==> src/rtl/serial_add_ctrl.sv <==
// rtl/serial_add_ctrl.sv - bit-serial adder controller driving one full-adder cell
`timescale 1ns/1ps

module fa_vr (
    input  logic a,
    input  logic b,
    input  logic ci,
    output logic s,
    output logic co
);
    assign s  = a ^ b ^ ci;
    assign co = (a & b) | (ci & (a ^ b));
endmodule

module serial_add_ctrl #(
    parameter int WIDTH = 4
) (
    input  logic             clk,
    input  logic             rst_n,
    input  logic             start,
    input  logic [WIDTH-1:0] a,
    input  logic [WIDTH-1:0] b,
    input  logic             c_in,
    output logic             busy,
    output logic             done,
    output logic [WIDTH-1:0] sum,
    output logic             c_out
);
    localparam int CNT_W = $clog2(WIDTH + 1);
    localparam logic [CNT_W-1:0] LAST = CNT_W'(WIDTH - 1);

    typedef enum logic [1:0] {IDLE, RUN, DONE} state_t;

    state_t           state_q, state_d;
    logic [WIDTH-1:0] a_sh_q, a_sh_d;
    logic [WIDTH-1:0] b_sh_q, b_sh_d;
    logic [WIDTH-1:0] sum_sh_q, sum_sh_d;
    logic             carry_q, carry_d;
    logic [CNT_W-1:0] cnt_q, cnt_d;
    logic [WIDTH-1:0] sum_q, sum_d;
    logic             c_out_q, c_out_d;
    logic             fa_s, fa_co;

    fa_vr u_fa (
        .a  (a_sh_q[0]),
        .b  (b_sh_q[0]),
        .ci (carry_q),
        .s  (fa_s),
        .co (fa_co)
    );

    always_comb begin
        state_d  = state_q;
        a_sh_d   = a_sh_q;
        b_sh_d   = b_sh_q;
        sum_sh_d = sum_sh_q;
        carry_d  = carry_q;
        cnt_d    = cnt_q;
        sum_d    = sum_q;
        c_out_d  = c_out_q;
        case (state_q)
            IDLE: begin
                if (start) begin
                    a_sh_d   = a;
                    b_sh_d   = b;
                    sum_sh_d = '0;
                    carry_d  = c_in;
                    cnt_d    = '0;
                    state_d  = RUN;
                end
            end
            RUN: begin
                // LSB-first: each new sum bit enters at the MSB so the word lines up after WIDTH shifts
                a_sh_d              = a_sh_q >> 1;
                b_sh_d              = b_sh_q >> 1;
                sum_sh_d            = sum_sh_q >> 1;
                sum_sh_d[WIDTH-1]   = fa_s;
                carry_d             = fa_co;
                cnt_d               = cnt_q + 1'b1;
                if (cnt_q == LAST) begin
                    sum_d   = sum_sh_d;
                    c_out_d = fa_co;
                    state_d = DONE;
                end
            end
            DONE:    state_d = IDLE;
            default: state_d = IDLE;
        endcase
    end

    always_ff @(posedge clk or negedge rst_n) begin
        if (!rst_n) begin
            state_q  <= IDLE;
            a_sh_q   <= '0;
            b_sh_q   <= '0;
            sum_sh_q <= '0;
            carry_q  <= 1'b0;
            cnt_q    <= '0;
            sum_q    <= '0;
            c_out_q  <= 1'b0;
        end else begin
            state_q  <= state_d;
            a_sh_q   <= a_sh_d;
            b_sh_q   <= b_sh_d;
            sum_sh_q <= sum_sh_d;
            carry_q  <= carry_d;
            cnt_q    <= cnt_d;
            sum_q    <= sum_d;
            c_out_q  <= c_out_d;
        end
    end

    assign busy  = (state_q != IDLE);
    assign done  = (state_q == DONE);
    assign sum   = sum_q;
    assign c_out = c_out_q;
endmodule
==> config.mk <==
export PLATFORM = sky130hd
export DESIGN_NAME = serial_add_ctrl
export DESIGN_NICKNAME = d
export VERILOG_FILES = /design/src/rtl/serial_add_ctrl.sv
export SDC_FILE = /design/constraint.sdc
export NUM_CORES = 1
export LEC_CHECK = 0
export BUFFER_PORTS_ARGS = -buffer_cell sky130_fd_sc_hd__buf_2
export CORE_AREA = 2 2 40 56
export DETAILED_ROUTE_END_ITERATION = 12
export DIE_AREA = 0 0 42 58
export PLACE_DENSITY = 0.73
export SYNTH_ARGS = -nofsm -noshare
export SYNTH_HDL_FRONTEND = slang
export SYNTH_SLANG_ARGS = --single-unit
==> constraint.sdc <==
create_clock -name clk -period 2.6 [get_ports clk]
set_input_delay 0.39 -clock clk [delete_from_list [all_inputs] [get_ports clk]]
set_output_delay 0.39 -clock clk [all_outputs]
set_load 0.01 [all_outputs]
== Word level (Yosys, flattened, before mapping) ==
Cells that the tools add are included.
Widths: inputs -> output; s select.
Word-level totals
  output and inout bits: 7
  input bits: 12
  register bits after elaboration: 23
Operators by class
  mux-type cells: 13
  $add $sub $neg: 1
  equal/unequal tests: 5
  reductions and logical operators: 6
  bitwise operators: 5
Operators by type and width (count)
  $pmux 4 s2: 3
  $mux 4: 3
  $pmux 3 s2: 1
  $reduce_and 2->1: 3
  $mux 2: 2
  $ne 2x2->1 const B: 2
  $pmux 2 s2: 1
  $reduce_bool 2->1: 2
  $add 3x1->3 const B: 1
  $eq 3x2->1 const B: 1
  $mux 3: 1
  $and 1x1->1: 2
  $eq 2x1->1 const B: 1
  $eq 2x2->1 const B: 1
  $logic_not 2->1: 1
  $pmux 1 s2: 1
  $xor 1x1->1: 2
  $mux 1: 1
  $or 1x1->1: 1

== Logic depth before layout (Yosys ltp) ==
  depth in word-level cells: 4
  mapped depth: 5

== Hierarchy ==
From an unflattened synthesis, not the netlist that was laid out.
Unflattened totals
  cell total of the unflattened synthesis: 77
  area, all modules: 1047.3 sq um
By module, submodules not included
  serial_add_ctrl: area an instance 1027.2 sq um, cells each 76, times used 1, seq. area each 550.5 sq um
  fa_vr: area an instance 20.0 sq um, cells each 1, times used 1, seq. area each 0.0 sq um

== Worst setup path before layout ==
No wires, ideal clock.
  kind: register to register
  start point: register cnt_q[0]
  end point: register c_out_q (netlist: c_out)
  data required time: 2.475 ns
  buffers on the path: 0
  cell stages (with the launch flop): 5
  library setup time: 0.125 ns
  arrival: 1.173 ns
  setup slack: 1.301 ns
  period minus slack after synthesis: 1.299 ns
  cells stage by stage: dfrtp_1 -> ha_1 -> ha_1 -> nand2_4 -> mux2_4
On the way
  longest elaborated chain between the ends: 2
RTL lines
  start: declaration: RTL line 39  | logic [CNT_W-1:0] cnt_q, cnt_d;
  start signal: assignment: RTL line 107  | cnt_q <= cnt_d;
  $eq 3x2->1: RTL line 80  | if (cnt_q == LAST) begin
  $reduce_and 2->1 (no source line)
  end signal: assignment: RTL line 109  | c_out_q <= c_out_d;
  end: declaration: RTL line 41  | logic c_out_q, c_out_d;
No other way between the ends.
A chain may end at the register's enable or synchronous reset.

== Final worst setup path ==
  start point: register state_q[1]
  end point: output port busy
On the way
  longest elaborated chain between the ends: 1
RTL lines
  start: declaration: RTL line 34  | state_t state_q, state_d;
  start signal: assignment: RTL line 102  | state_q <= state_d;
  $reduce_bool 2->1: RTL line 113  | assign busy = (state_q != IDLE);
  end: declaration: RTL line 24  | output logic busy,
No other way between the ends.

==> metrics.txt <==
Setup Buffers After CTS 0; Fin. Hold Viols 0; ANT cells 0; number of enable flip-flop cells after synthesis 0; fillcell total 167; drt via density 5.70; GRT Overall Usage 0.169; area leader, netlist dfrtp_1; largest net degree at the start of global routing 23; FMAX 0.600 GHz; CTS root buf clkbuf_4; Area after DPL 1090 µm²; die footprint 2440 µm²; row count 19; post-layout min period 1.67 ns; Die Height 58 µm; cells after synthesis 83; first-pass GRT wire length 3.11 mm; antenna viol nets, final 0; cts hold-fix bufs 0; fin crit share 0.641; top-area cell type share of the netlist area 0.548; WL/cell 15.1 µm; CP arrival 1.28 ns; Yosys reg bits 22; CP cell instances or2_2 > buf_2; Syn Area/Cell 12.1 µm²; DRC violations left 0; ys flop type dfrtp_1; Area growth, synth to finish 12.6%; CTS sink cnt 22; final worst slack 0.934 ns; Reg2Reg Depth 4; CP Launch Type flop; TritonCTS Buffers 3; H-Tree Level Count 1; Total Power 0.00138 W; Die X 42 µm; status completed; Commonest cells post-synth 22 x dfrtp_1, 12 x o22ai_1, 7 x a21oi_1; Mapped Area 1000 µm²; IO Count 19; slowest cell delay on critical path 0.50 ns; clock transition at the registers of the reported paths 0.12 ns; share of cells above drive strength 1 0.307; CTS resizes 0; worst reg2reg setup slack 1.19 ns; post-synthesis sequential area ratio 0.548; RD Place Congestion 0.801; multi-input logic area 405 µm²; Yosys cell types 23; max cap viols 0; most frequent cell after synthesis dfrtp_1; grt ovf 0; core area 1930 µm²; RSZ-0062 raised after global routing no; design area 1130 µm²; Worst Skew 0.00470 ns; nets 117; first-pass detailed-route iteration total 4; Leak Pwr 0.564 nW; antenna violations before repair 0; Max Root-Sink Buffers 2; P per Cell Area 1220 nW/µm²; Core Util, Final 0.587; Slew Limit Headroom 0.618; CP Data Required Time 2.21 ns; Vias 696; HP Class in2async; top cells by area, synth dfrtp_1 55%, mux2_4 7.5%, o22ai_1 7.5%; register area 551 µm²; DP Worst Slack 1.24 ns; Initial Utilization 0.522; DP HPWL 1.33 mm; Post-Syn Nets 98; crit-path max FO 10; Max Slew Vio Count 0; crit path kind reg2out; Ys Warns 0; Least-Margin Pin Slew 0.573 ns; CTS tree done; Crit Reg-Reg Startpoint cnt_q[0]; port bufs 18; Final setup viols 0; Worst R2R End sum[0]; setup_tns 0 ns; vias in the first global route 714; critical path capture point type output pin; VDD IR-drop max 0.588 mV; crit path max-delay cell type dfrtp_1; async set or reset register ratio after synthesis 1.00; Clock Latency Late Sink 0.30 ns; final WL 1.84 mm; First DRT Iteration DRCs 19
==> layout by cell type, fill, tap and decap left out, drive strengths merged <==
cell and instances:
or2 1, buf 18, inv 6, mux2 5, nor2b 2, o21ai 3
o22ai 12, nor2 3, dfrtp 22, a32o 1, a22o 4, nand2b 3
ha 2, o21bai 1, clkbuf 4, nand2 3, or2b 1, a21oi 7
o32ai 1, fa 1, a2bb2oi 1
==> cell type report <==
class                   instances  share of cell area
flip-flops and latches         22               0.487
well taps                      21              0.0232
clock buffers                   4              0.0321
repair buffers                 18              0.0796
multi-input cells              51               0.358
inverters                       6              0.0199
==> state kept, by name (all words and copies together), names as in the netlist <==
| register | cells |
|---|---|
| carry_q | 1 |
| sum | 4 |
| a_sh_q | 4 |
| state_q | 2 |
| sum_sh_q | 3 |
| c_out | 1 |
| b_sh_q | 4 |
| cnt_q | 3 |
==> power by group <==
part / internal [W] / switching [W]
logic: 0.000299 / 0.000273
registers: 0.000497 / 0.000123
clock network: 0.0000854 / 0.000100
total: 0.000882 / 0.000496
==> critical path: cells and delay by family (launching register included) <==
family,cells,cell delay [ns]
DFF,1,0.50
and+or+nand+nor,1,0.33
buffers and inverters,1,0.14
==> metal layers <==
metal / vias up / track usage / share of wire
li1: 335 / - / -
met5: - / 0 / 0
met1: 341 / 0.201 / 0.44
met2: 18 / 0.310 / 0.51
met3: 2 / 0.0187 / 0.038
met4: 0 / 0.0599 / 0.0093
==> cell families after synthesis <==
group | Yosys count | synth area share
compound gates | 30 | 0.202
fa+ha+maj | 3 | 0.0448
buf+inv | 10 | 0.0486
flops | 22 | 0.548
mux | 5 | 0.0747
simple gates | 13 | 0.0822
==> worst max path at each step <==
stage / startpoint / cells past startpoint / endpoint
after CTS: state_q[0] / 2 / busy
after floorplan: cnt_q[0] / 4 / c_out
after detailed placement: cnt_q[0] / 4 / sum[1]
after global routing: state_q[1] / 3 / done
after global placement: cnt_q[0] / 4 / sum[2]
final: state_q[1] / 2 / busy
==> through the flow <==
step	hold slack (ns)	instances
floorplan	0.0944	83
global placement	0.374	118
detailed placement	0.380	118
CTS	0.0389	122
global route	0.0584	122
finish	0.0330	122
Note: power is estimated with default switching activity, not from simulation.
